### config.mk
export PLATFORM = sky130hd
export DESIGN_NAME = hazard_control_unit
export DESIGN_NICKNAME = d
export VERILOG_FILES = /design/src/rtl/hazard_control_unit.sv
export SDC_FILE = /design/constraint.sdc
export NUM_CORES = 1
export LEC_CHECK = 0
export ABC_AREA = 1
export BUFFER_PORTS_ARGS = -buffer_cell sky130_fd_sc_hd__clkbuf_2
export CORE_MARGIN = 3
export CORE_UTILIZATION = 35
export CTS_BUF_LIST = sky130_fd_sc_hd__clkbuf_2 sky130_fd_sc_hd__clkbuf_4 sky130_fd_sc_hd__clkbuf_8
export DETAILED_ROUTE_END_ITERATION = 16
export PLACE_DENSITY = 0.65
export SLEW_MARGIN = 0
export SYNTH_ARGS = -nofsm -noshare
export SYNTH_HDL_FRONTEND = slang
export SYNTH_SLANG_ARGS = --single-unit
### constraint.sdc
create_clock -name Clock -period 2.75 [get_ports Clock]
set_input_delay 0.1375 -clock Clock [delete_from_list [all_inputs] [get_ports Clock]]
set_output_delay 0.1375 -clock Clock [all_outputs]
set_load 0.01 [all_outputs]
### src/rtl/hazard_control_unit.sv
// Pipeline hazard controller: load-use and branch-operand stalls, taken-branch/jump
// flushes, and a multi-cycle multiply hold in EX, with a saturating stall-cycle counter.
module hazard_control_unit #(
  parameter int unsigned MUL_LATENCY = 4
) (
  input  logic        Clock,
  input  logic        Reset,
  input  logic [4:0]  ID_Rs,
  input  logic [4:0]  ID_Rt,
  input  logic        ID_UsesRs,
  input  logic        ID_UsesRt,
  input  logic        ID_Branch,
  input  logic        ID_BranchTaken,
  input  logic        ID_Jump,
  input  logic        EX_MemRead,
  input  logic        EX_RegWrite,
  input  logic        EX_MulOp,
  input  logic [4:0]  EX_WriteReg,
  input  logic [4:0]  MEM_WriteReg,
  input  logic        MEM_MemRead,
  output logic        PCWrite,
  output logic        IF_ID_Write,
  output logic        IF_ID_Flush,
  output logic        ID_EX_Bubble,
  output logic        EX_Hold,
  output logic        MulBusy,
  output logic [15:0] StallCycles
);

  typedef enum logic {
    RUN      = 1'b0,
    MUL_WAIT = 1'b1
  } state_e;

  // The counter is loaded one below the latency: the cycle that enters MUL_WAIT
  // is itself the first cycle of EX occupancy.
  localparam logic [3:0] MUL_LOAD = 4'(MUL_LATENCY - 1);

  state_e      state_q, state_d;
  logic [3:0]  mul_cnt_q, mul_cnt_d;
  logic [15:0] stall_cnt_q, stall_cnt_d;

  logic match_ex, match_mem;
  logic load_use, br_ex, br_mem, stall;
  logic redirect, hold;

  function automatic logic reads_reg(input logic [4:0] x, input logic [4:0] rs,
                                     input logic [4:0] rt, input logic uses_rs,
                                     input logic uses_rt);
    return (x != 5'd0) && ((uses_rs && (rs == x)) || (uses_rt && (rt == x)));
  endfunction

  assign match_ex  = reads_reg(EX_WriteReg, ID_Rs, ID_Rt, ID_UsesRs, ID_UsesRt);
  assign match_mem = reads_reg(MEM_WriteReg, ID_Rs, ID_Rt, ID_UsesRs, ID_UsesRt);

  assign load_use = EX_MemRead & match_ex;
  assign br_ex    = ID_Branch & EX_RegWrite & match_ex;
  assign br_mem   = ID_Branch & MEM_MemRead & match_mem;
  assign stall    = load_use | br_ex | br_mem;
  assign redirect = (ID_Branch & ID_BranchTaken) | ID_Jump;

  // EX_MulOp is only looked at in RUN, so it is ignored on the release cycle.
  assign hold = ((state_q == RUN) && EX_MulOp) ||
                ((state_q == MUL_WAIT) && (mul_cnt_q > 4'd1));

  // State register
  // NOTE: reset clears only control state; everything here is plain flops, no memories.
  always_ff @(posedge Clock or negedge Reset) begin
    if (!Reset) begin
      state_q     <= RUN;
      mul_cnt_q   <= 4'd0;
      stall_cnt_q <= 16'd0;
    end else begin
      // NOTE: non-blocking assignments so every flop samples pre-edge values.
      state_q     <= state_d;
      mul_cnt_q   <= mul_cnt_d;
      stall_cnt_q <= stall_cnt_d;
    end
  end

  // Next-state logic
  always_comb begin
    // NOTE: defaults first so no path leaves a variable unassigned (no latches).
    state_d   = state_q;
    mul_cnt_d = mul_cnt_q;
    unique case (state_q)
      RUN: begin
        if (EX_MulOp) begin
          state_d   = MUL_WAIT;
          mul_cnt_d = MUL_LOAD;
        end
      end
      MUL_WAIT: begin
        if (mul_cnt_q > 4'd1) begin
          mul_cnt_d = mul_cnt_q - 4'd1;
        end else begin
          state_d   = RUN;
          mul_cnt_d = 4'd0;
        end
      end
      default: begin
        state_d   = RUN;
        mul_cnt_d = 4'd0;
      end
    endcase

    stall_cnt_d = stall_cnt_q;
    if (!PCWrite && (stall_cnt_q != 16'hFFFF)) begin
      stall_cnt_d = stall_cnt_q + 16'd1;
    end
  end

  // Output logic: hold beats data stall, data stall beats flush.
  always_comb begin
    PCWrite      = 1'b1;
    IF_ID_Write  = 1'b1;
    IF_ID_Flush  = 1'b0;
    ID_EX_Bubble = 1'b0;
    EX_Hold      = 1'b0;
    MulBusy      = (state_q == MUL_WAIT);
    if (!Reset) begin
      PCWrite      = 1'b0;
      IF_ID_Write  = 1'b0;
      ID_EX_Bubble = 1'b1;
      MulBusy      = 1'b0;
    end else if (hold) begin
      EX_Hold      = 1'b1;
      PCWrite      = 1'b0;
      IF_ID_Write  = 1'b0;
    end else if (stall) begin
      // A stalled branch is not resolved, so no flush even if it reads taken.
      PCWrite      = 1'b0;
      IF_ID_Write  = 1'b0;
      ID_EX_Bubble = 1'b1;
    end else if (redirect) begin
      IF_ID_Flush  = 1'b1;
    end
  end

  assign StallCycles = stall_cnt_q;

endmodule

======== Word level (Yosys, flattened, before mapping) ========
Index checks and enable logic that the tools add are counted.
operators by class
  add/sub/neg operators ................... 2
  order comparisons ....................... 1
  eq/ne operators ......................... 6
  multiplexer cells ....................... 19
  bitwise operators ....................... 10
  reductions and logical operators ........ 15
operators by type and width
  operator                                             number
  equality test 5 bit                                  4
  adder 16 x 1 -> 16 bit (second input constant)       1
  != test 16 bit (second input constant)               1
  two-way mux 1 bit                                    15
  nonzero test 5 bit                                   2
  logical AND 1 bit                                    9
  two-way mux 4 bit                                    2
  one-hot mux 4 bit (2 select lines)                   1
  AND 1 bit                                            6
  > comparator 4 x 1 -> 1 bit (second input constant)  1
  subtractor 4 x 1 -> 4 bit (second input constant)    1
  logical OR 1 bit                                     3
  bitwise OR 1 bit                                     3
  != test 2 bit (second input constant)                1
  one-hot mux 1 bit (2 select lines)                   1
  zero test 1 bit                                      1
  NOT 1 bit                                            1
storage, ports and cells
  bits in registers ....................... 21
  input bits .............................. 31
  output and inout bits ................... 22
  word-level logic and storage cells ...... 56

======== Depth between registers and ports, before layout ========
Gate-level depths: netlist (run 1).
  depth in word-level cells ............... 12
  mapped depth ............................ 12
  mapped depth without buffers ............ 11

======== Worst setup path before layout (run 1) ========
No wires, ideal clock.
  path type ............................... register -> output
  from .................................... reg mul_cnt_q[0]
  to ...................................... out PCWrite
  data arrival time ....................... 1.591 ns
  required time ........................... 2.612 ns
  setup slack ............................. 1.021 ns
  cell stages (with the launch flop) ...... 12
  buffers on the path ..................... 3
  path through ............................ dfrtp_1 inv_1 ha_1 o21ai_2 inv_2 a21oi_2 nor2_2 nand3_4 buf_8 buf_12 inv_2 buf_4
between the ends
  word-level cells in the longest chain between the ends .. 5
RTL lines
  item                            line  RTL
  start: declaration              40    logic [3:0] mul_cnt_q, mul_cnt_d;
  start signal: assignment        76    mul_cnt_q <= mul_cnt_d;
  > comparator 4 x 1 -> 1 bit     64    ((state_q == MUL_WAIT) && (mul_cnt_q > 4'd1));
  logical AND 1 bit               64
  logical OR 1 bit                63    assign hold = ((state_q == RUN) && EX_MulOp) ||
  two-way mux 1 bit (2 in a row)  --
  end: declaration                21    output logic PCWrite,
No other way between the ends.

======== Worst setup path after layout (run 1) ========
  from .................................... reg mul_cnt_q[0]
  to ...................................... out IF_ID_Flush
between the ends
  word-level cells in the longest chain between the ends .. 5
RTL lines
  item                         line  RTL
  > comparator 4 x 1 -> 1 bit  64
  logical AND 1 bit            64
  logical OR 1 bit             63
  two-way mux 1 bit            126   end else if (hold) begin
  two-way mux 1 bit            121   if (!Reset) begin
  end: declaration             23    output logic IF_ID_Flush,
No other way between the ends.

==> metrics, run 1 <==
status completed; Synth Area in XOR/XNOR 7.39%; Post-Synth Simple-Gate Area 45.0%; Yosys warnings 0; RSZ-0062 raised after global routing no; crit-path cells inv_1 -> ha_1 -> o21ai_2 -> inv_2 -> a21oi_2 -> nor2_2 -> nand3_4 -> nor2_2 -> clkbuf_2; wl on met1 1.99 mm; Vias/cell 4.50; min-delay worst type input port to flip-flop; Mean Syn Cell Area 6.68 µm²; Slowest cell on crit path dfrtp_1; first-pass GRT wire length 7.08 mm; Post-DP HPWL 3.20 mm; fin crit share 73.9%; CP Class flip-flop to primary output; Num CTS Buffers 3; Final GP Congestion 0.833; # clock sinks 21; vias in the first global route 1,644; final setup fails 0; CTS max path bufs 2; height of the chip 77.3 µm; DR WL/cell 10.3 µm; Max transition margin 76.1%; Initial Util 36.9%; Synth Area in Compound Gates 4.43%; crit end category primary output; maximum clock frequency 492 MHz; clock slew at reported path FFs 70 ps; Synth cell types 31; CP peak stage delay 410 ps; FF+latch count, synth 21; largest net degree at the start of global routing 24; critical path startpoint category flip-flop; Setup Buffers After CTS 0; VDD IR-drop max 0.280 mV; WL met2 1.74 mm; Buffers & Inverters on Critical Path 3; Rows 25; CP Max Fanout 20; max_cap viols 0; Antenna diodes 0; Die Footprint 5970 µm²; initial antenna violation count 0; NumNets Final 354; Worst-Margin Slew 357 ps; layout cell share with drive strength beyond 1 27.9%; syn_nets 300; Reg area 526 µm²; WP data arrival 1890 ps; clk_lat worst skew 260 ps; crit-path leading delay family simple AND/OR/NAND/NOR gates; most common cell after layout, fill and taps aside nand2_1; mux cell area share after synthesis 0%; Routed WL 3.96 mm; CTS tree yes; H-tree levels 1; DR vias 1,738; Final Slew Violations 0; sequential fraction of the synthesis area 29.6%; Ports 53; Worst EP required 2610 ps; Initial DRC Count 89; Layout fillers 516; post-route antenna net violation count 0; skew final 8.32 ps; count of input and output buffers 52; highest metal used met4; Mapped Cells 266; most frequent cells in the layout nand2_1 (102), clkbuf_2 (52), inv_1 (27), nor2_1 (26); Setup TNS 0 ps; Area growth syn-to-layout 19.4%; met3 WL 156 µm; core footprint 4820 µm²; final std cells w/o fill 386; GRT overflow 0; Placed Cells 381; Final Total Pwr 1.35 mW; Root Buffer clkbuf_8; Cell Area, Synth 1780 µm²; DR pass1 iterations 4; Leak Pwr 1.26 nW; Top cell by count, worst path nor2_2; Pwr Density 637 nW/µm²; Synth Area in Adders 2.11%; Total GRT Usage 14.1%; Chip Width 77.3 µm; minimum clock period 2030 ps; DRC Markers 0; main combinational cell family by area after synthesis simple AND/OR/NAND/NOR gates; Final Hold Fails 0; combined area of the multi-input logic cells 1050 µm²
## repair_timing
| item | in CTS | in global routing |
|---|---|---|
| resized for setup | 0 | 0 |
| hold endpoints to repair | 21 | 0 |
| hold buffers | 1 | 0 |
## routing by layer
| metal | track usage (%) | vias to the layer above |
|---|---|---|
| met2 | 22.3 | 46 |
| li1 | - | 929 |
| met5 | 0 | - |
| met4 | 5.34 | 0 |
| met3 | 1.53 | 7 |
| met1 | 19.7 | 756 |
## path summary, 6_finish.rpt
path | endpoint | depth (start not counted) | start | slack (ps)
max in group asynchronous | StallCycles[14]$_DFFE_PN0P_ | 3 | Reset | 2080
max reg2reg | StallCycles[0]$_DFFE_PN0P_ | 10 | mul_cnt_q[0]$_DFFE_PN0P_ | 850
max | IF_ID_Flush | 9 | mul_cnt_q[0]$_DFFE_PN0P_ | 720
min in group asynchronous | StallCycles[8]$_DFFE_PN0P_ | 3 | Reset | 440
min reg2reg | mul_cnt_q[1]$_DFFE_PN0P_ | 1 | mul_cnt_q[1]$_DFFE_PN0P_ | 490
min | mul_cnt_q[3]$_DFFE_PN0P_ | 4 | EX_MulOp | 170
## synth_stat cells, drive strengths merged
| master | count | area (µm²) |
|---|---|---|
| nand4 | 2 | 27.5 |
| and3b | 1 | 10.0 |
| nand2 | 106 | 413 |
| nor2 | 30 | 128 |
| o21a | 1 | 7.51 |
| nand3 | 30 | 203 |
| ha | 3 | 37.5 |
| inv | 37 | 139 |
| a31oi | 1 | 6.26 |
| xor2 | 7 | 61.3 |
| xnor2 | 8 | 70.1 |
| dfrtp | 21 | 526 |
| buf | 5 | 65.1 |
| o21ai | 7 | 38.8 |
| o22ai | 2 | 12.5 |
| nor3 | 3 | 20.0 |
| a21oi | 2 | 13.8 |
## cells by family after synthesis
kind of cell | count (synthesis)
AND/OR/NAND/NOR | 172
buffers and inverters | 42
flip-flops | 21
XOR/XNOR | 15
AO/OA/AOI/OAI | 13
adder cells (fa/ha/maj) | 3
## worst reg2reg max path: stages, from the launching register on
cell,delay [ps]
dfrtp_1,390
inv_1,70
ha_1,230
o21ai_2,180
inv_2,60
a21oi_2,180
nor2_2,70
nand3_4,270
nand2_4,200
nand2_1,100
nand2_1,50
## registers in the layout, summed over array words and instances, names as in the netlist
signal,count
mul_cnt_q,4
StallCycles,16
state_q,1
## cell type report
| cell class | count | area share, % |
|---|---|---|
| clock buffer | 4 | 2.30 |
| multi-input combinational | 203 | 49.4 |
| tap | 67 | 3.95 |
| inverter | 37 | 6.54 |
| timing repair buffer | 54 | 13.1 |
| sequential | 21 | 24.7 |
## power by group
part | leakage, nW | internal [mW] | switching (mW)
sequential | 0.274 | 0.394 | 0.0999
combinational | 0.962 | 0.267 | 0.377
clock | 0.0262 | 0.113 | 0.102
total | 1.26 | 0.774 | 0.579
## stage by stage
step                      setup WS (ps)  instance area [µm²]  util, %  hold slack, ps
after floorplan                    1020                 1780        -            -158
after global placement              887                 2060     42.9             201
after detailed placement            859                 2060     42.9             194
after CTS                           702                 2120     44.1             169
after global routing                538                 2120     44.1             191
final                               718                 2120     44.1             169
Power figures use the tool's default switching activity.
==> inputs of run 2 (changes only) <==
--- a/config.mk
+++ b/config.mk
@@ -11,7 +11,7 @@
 export CORE_UTILIZATION = 35
 export CTS_BUF_LIST = sky130_fd_sc_hd__clkbuf_2 sky130_fd_sc_hd__clkbuf_4 sky130_fd_sc_hd__clkbuf_8
 export DETAILED_ROUTE_END_ITERATION = 16
-export PLACE_DENSITY = 0.65
+export PLACE_DENSITY = 0.67
 export SLEW_MARGIN = 0
 export SYNTH_ARGS = -nofsm -noshare
 export SYNTH_HDL_FRONTEND = slang
==> constraint.sdc (replaced) <==
create_clock -name Clock -period 1.7 [get_ports Clock]
set_input_delay 0.085 -clock Clock [delete_from_list [all_inputs] [get_ports Clock]]
set_output_delay 0.085 -clock Clock [all_outputs]
set_load 0.01 [all_outputs]
==> run 2 against run 1 <==
Net effect:
- the flow now finishes with violations (negative setup slack)
- critical path depth up 1
- clock skew up 1.5 ps
- clock power up 60%
- first-iteration DRC count down 5.6%
- wire length up 9.6%
- via count up 4.4%
- sequential power up 58%
- die area unchanged
- non-clock buffer count up 19
- design area up 11%
- core utilization up 4.7 points
- global-route usage up 0.68 points
- largest power group unchanged
==> metrics, run 2 (same netlist as run 1, synthesis figures left out) <==
most common cell after layout, fill and taps aside nand2_1; failing checks negative setup slack; Chip Width 77.3 µm; Buffers & Inverters on Critical Path 4; VDD IR-drop max 0.511 mV; first-pass GRT wire length 7.36 mm; Initial Util 36.9%; DR WL/cell 10.7 µm; final hold slack 159 ps; Area growth syn-to-layout 32.1%; clock slew at reported path FFs 70 ps; crit-path cells inv_2 -> ha_4 -> o21ai_2 -> inv_2 -> a21oi_4 -> nor2_4 -> nand3_4 -> buf_12 -> nor2_2 -> clkbuf_2; Final Hold Fails 0; crit end category primary output; Leak Pwr 1.36 nW; Initial DRC Count 84; min-delay worst type input port to flip-flop; final core utilization 48.8%; Ports 53; Post-DP HPWL 3.34 mm; highest metal used met4; H-tree levels 1; Rows 25; fin crit share 103%; CTS max path bufs 2; DRC Markers 0; Final WS setup -50.3 ps; Final GP Congestion 0.818; Pwr Density 1090 nW/µm²; most frequent cells in the layout nand2_1 (102), clkbuf_2 (49), nor2_1 (25), inv_1 (25), nand3_1 (21); final setup fails 5; Total GRT Usage 14.8%; WL met2 1.98 mm; crit-path leading delay family flip-flops; wl on met1 2.07 mm; internal reg-to-reg setup slack -10 ps; CP Class flip-flop to primary output; Post-Place Worst Slack 2.52 ps; post-route antenna net violation count 0; DR vias 1,815; Die Footprint 5970 µm²; max FFs per register 16; Num CTS Buffers 3; Antenna diodes 0; Slowest cell on crit path dfrtp_2; layout cell share with drive strength beyond 1 34.0%; placed cell areas 2140 µm²; DR pass1 iterations 4; GRT overflow 0; initial antenna violation count 0; Routed WL 4.34 mm; Vias/cell 4.48; core footprint 4820 µm²; largest net degree at the start of global routing 24; Max transition margin 78.5%; CP Max Fanout 4; final instance area 2350 µm²; vias in the first global route 1,663; WP data arrival 1670 ps; CTS tree yes; CP peak stage delay 410 ps; status finished with violations; height of the chip 77.3 µm; Worst EP required 1620 ps; Worst-Margin Slew 321 ps; met3 WL 209 µm; Top cell by count, worst path inv_2; RSZ-0062 raised after global routing yes; skew final 9.82 ps; minimum clock period 1750 ps; # clock sinks 21; Final Total Pwr 2.57 mW; clk_lat worst skew 260 ps; Root Buffer clkbuf_8; max_cap viols 0; NumNets Final 373; critical path startpoint category flip-flop; Final Slew Violations 0; maximum clock frequency 571 MHz; count of input and output buffers 52
## run 2: cell types whose count changed in the layout (fill, tap and decap cells not counted), sizes merged
cell / previous run / this run
buf: 1 / 23
clkbuf: 56 / 53
## run 2: final cells by class
cell class                 instances  area (µm²)
fill                             519        2470
multi-input combinational        203        1100
sequential                        21         527
timing repair buffer              73         445
inverter                          37         141
tap                               67        83.8
clock buffer                       4        48.8
## run 2: power by group
part	leakage (nW)	switching (mW)	total, mW	internal, mW
logic	1.06	0.754	1.44	0.691
registers	0.273	0.142	0.782	0.640
clock network	0.0262	0.162	0.345	0.183
## run 2: through the flow
stage,std cells,TNS (ps)
2_1_floorplan,266,0
3_3_place_gp,390,0
3_5_place_dp,390,0
4_1_cts,400,-239
5_1_grt,405,-2060
6_report,405,-164
## run 2: worst reg2reg max path: stages (launching register included)
cell	delay, ps
dfrtp_2	410
inv_2	70
ha_4	160
o21ai_2	140
inv_2	70
a21oi_4	180
nor2_4	60
nand3_4	70
buf_4	190
buf_4	170
nand3_1	80
nand2_1	70
## run 2: routing by layer
layer  track usage, %  up-vias
li1                 -      965
met1             20.7      798
met2             23.4       46
met3             1.64        6
met4             5.34        0
met5                0        -
## run 2: final timing paths
| check | end | cells past startpoint | from |
|---|---|---|---|
| min in group asynchronous | StallCycles[6]$_DFFE_PN0P_ | 3 | Reset |
| max | IF_ID_Flush | 10 | mul_cnt_q[0]$_DFFE_PN0P_ |
| max reg2reg | StallCycles[13]$_DFFE_PN0P_ | 11 | mul_cnt_q[0]$_DFFE_PN0P_ |
| min reg2reg | mul_cnt_q[1]$_DFFE_PN0P_ | 1 | mul_cnt_q[1]$_DFFE_PN0P_ |
| max in group asynchronous | mul_cnt_q[0]$_DFFE_PN0P_ | 3 | Reset |
| min | mul_cnt_q[3]$_DFFE_PN0P_ | 4 | EX_MulOp |
## run 2: repair_timing
item,in CTS,in global routing
hold buffers,1,0
buffers inserted,5,5
resized for setup,9,9
cloned,0,0
hold endpoints to repair,21,0
setup endpoints to repair,7,21
pin swaps,4,1
==> inputs of run 3 (changes only) <==
--- a/config.mk
+++ b/config.mk
@@ -11,7 +11,7 @@
 export CORE_UTILIZATION = 35
 export CTS_BUF_LIST = sky130_fd_sc_hd__clkbuf_2 sky130_fd_sc_hd__clkbuf_4 sky130_fd_sc_hd__clkbuf_8
 export DETAILED_ROUTE_END_ITERATION = 16
-export PLACE_DENSITY = 0.67
+export PLACE_DENSITY = 0.65
 export SLEW_MARGIN = 0
 export SYNTH_ARGS = -nofsm -noshare
 export SYNTH_HDL_FRONTEND = slang
==> constraint.sdc (replaced) <==
create_clock -name Clock -period 1.75 [get_ports Clock]
set_input_delay 0.0875 -clock Clock [delete_from_list [all_inputs] [get_ports Clock]]
set_output_delay 0.0875 -clock Clock [all_outputs]
set_load 0.01 [all_outputs]
==> run 3 against run 2 <==
Net effect:
- the flow still finishes with violations (negative setup slack)
- register-to-register slack better by 50 ps
- wire length down 3.6%
- total power down 4.3%
- via count down 0.66%
- design area down 1.5%
- core utilization down 0.73 points
- non-clock buffer count unchanged
- global-route usage down 0.37 points
- die area unchanged
- clock power down 1%
- clock skew down 2.6 ps
- worst hold slack worse by 44 ps
==> metrics, run 3 (same netlist as run 1, synthesis figures left out) <==
status finished with violations; failing checks negative setup slack; DR vias 1,803; GRT overflow 0; Placed Cells 392; crit end category primary output; Slowest cell on crit path dfrtp_1; CTS tree yes; CP Class flip-flop to primary output; Total GRT Usage 14.4%; Chip Width 77.3 µm; minimum clock period 1770 ps; Antenna diodes 0; RR Startpoint mul_cnt_q[1]$_DFFE_PN0P_; DRC Markers 0; combined area of the multi-input logic cells 1090 µm²; most frequent cells in the layout nand2_1 (102), clkbuf_2 (51), inv_1 (25), nor2_1 (24); Layout fillers 521; final setup fails 2; vias in the first global route 1,704; CP Max Fanout 3; final std cells w/o fill 405; Root Buffer clkbuf_8; Die Footprint 5970 µm²; # clock sinks 21; worst hold stages 4; clk_lat worst skew 270 ps; final instance area 2310 µm²; H-tree levels 1; Pwr Density 1060 nW/µm²; Area growth syn-to-layout 30.1%; Final Slew Violations 0; Hold EP mul_cnt_q[3]$_DFFE_PN0P_; count of input and output buffers 52; max_cap viols 0; Ports 53; height of the chip 77.3 µm; WP data arrival 1680 ps; Initial DRC Count 77; DR pass1 iterations 4; HP Start EX_MulOp; Buffers & Inverters on Critical Path 5; clock slew at reported path FFs 70 ps; Final WS setup -15.9 ps; post-route antenna net violation count 0; RR Endpoint StallCycles[13]$_DFFE_PN0P_; fin crit share 101%; Leak Pwr 1.35 nW; Routed WL 4.18 mm; internal reg-to-reg setup slack 40 ps; worst r2r path cells 11; DR WL/cell 10.3 µm; max FFs per register 16; NumNets Final 373; crit-path leading delay family buffers and inverters; crit-path cells inv_2 -> ha_2 -> o21ai_4 -> inv_2 -> a21oi_4 -> nor2_2 -> nand3_4 -> buf_6 -> inv_2 -> clkbuf_2; Max transition margin 80.3%; Rows 25; Final Hold Fails 0; CP peak stage delay 390 ps; Post-DP HPWL 3.33 mm; Reg area 526 µm²; placed cell areas 2150 µm²; maximum clock frequency 566 MHz; VDD IR-drop max 0.403 mV; skew final 7.25 ps; CTS max path bufs 2; Top cell by count, worst path inv_2; largest net degree at the start of global routing 16; initial antenna violation count 0; Final GP Congestion 0.789; Worst EP required 1660 ps; Initial Util 36.9%; layout cell share with drive strength beyond 1 33.7%; critical path startpoint category flip-flop; Vias/cell 4.45; RSZ-0062 raised after global routing yes; min-delay worst type input port to flip-flop; Num CTS Buffers 3; Worst-Margin Slew 296 ps; first-pass GRT wire length 7.25 mm; core footprint 4820 µm²; most common cell after layout, fill and taps aside nand2_1
-- run 3: cell types whose count changed in the layout (fill, tap and decap cells not counted), sizes merged --
cell	change
buf	-2
clkbuf	+2
-- run 3: worst reg2reg max path, delay by kind of cell, from the launching register on --
family | cells | cell delay (ps)
AOI/OAI and AO/OA | 2 | 120
adders and majority gates | 1 | 200
buffers and inverters | 4 | 550
DFF | 1 | 390
and+or+nand+nor | 4 | 360
-- run 3: routing by layer --
layer	wire [µm]	GRT usage, %	vias to the layer above	share of wire, %
met1	1990	19.9	796	48
met3	182	1.76	5	4.3
li1	-	-	962	-
met5	0	0	-	0
met4	59	4.98	0	1.4
met2	1950	23.1	40	47
-- run 3: area by class of cell --
cell class / instances / area share [%]
well taps: 67 / 3.62
clock buffers: 4 / 2.11
repair buffers: 73 / 18.3
flip-flops and latches: 21 / 22.7
inverters: 37 / 6.00
multi-input cells: 203 / 47.2
-- run 3: power by group --
group | total [mW] | internal (mW) | leakage (nW) | switching, mW
clock | 0.341 | 0.178 | 0.0262 | 0.163
combinational | 1.35 | 0.644 | 1.05 | 0.702
sequential | 0.772 | 0.619 | 0.274 | 0.154
total | 2.46 | 1.44 | 1.35 | 1.02
-- run 3: how the worst max path moves through the flow --
stage          slack [ps]  cells past startpoint                startpoint      endpoint
4_1_cts               -30                      9  mul_cnt_q[1]$_DFFE_PN0P_  ID_EX_Bubble
2_1_floorplan          70                     11  mul_cnt_q[0]$_DFFE_PN0P_       PCWrite
3_5_place_dp           20                     10  mul_cnt_q[0]$_DFFE_PN0P_       PCWrite
6_report              -20                     10  mul_cnt_q[1]$_DFFE_PN0P_       PCWrite
3_3_place_gp           70                     10  mul_cnt_q[0]$_DFFE_PN0P_       PCWrite
5_1_grt              -120                     10  mul_cnt_q[1]$_DFFE_PN0P_       PCWrite
-- run 3: timing repair --
action / CTS / global route
pin swaps: 6 / 4
setup endpoints to repair: 5 / 21
resized for setup: 8 / 4
hold endpoints to repair: 21 / 0
hold buffers: 1 / 0
buffers inserted: 5 / 3
-- run 3: per-stage QoR --
stage / util [%] / setup WS [ps] / hold slack, ps / power, mW / setup TNS (ps)
global route: 48.0 / -119 / 141 / 2.69 / -977
finish: 48.0 / -15.9 / 116 / 2.46 / -30.7
global placement: 44.6 / 73.6 / 90.9 / 1.84 / 0
CTS: 47.2 / -31.6 / 142 / 2.36 / -93.6
detailed placement: 44.6 / 17.2 / 78.6 / 1.88 / 0
floorplan: - / 71.1 / -208 / 1.57 / 0
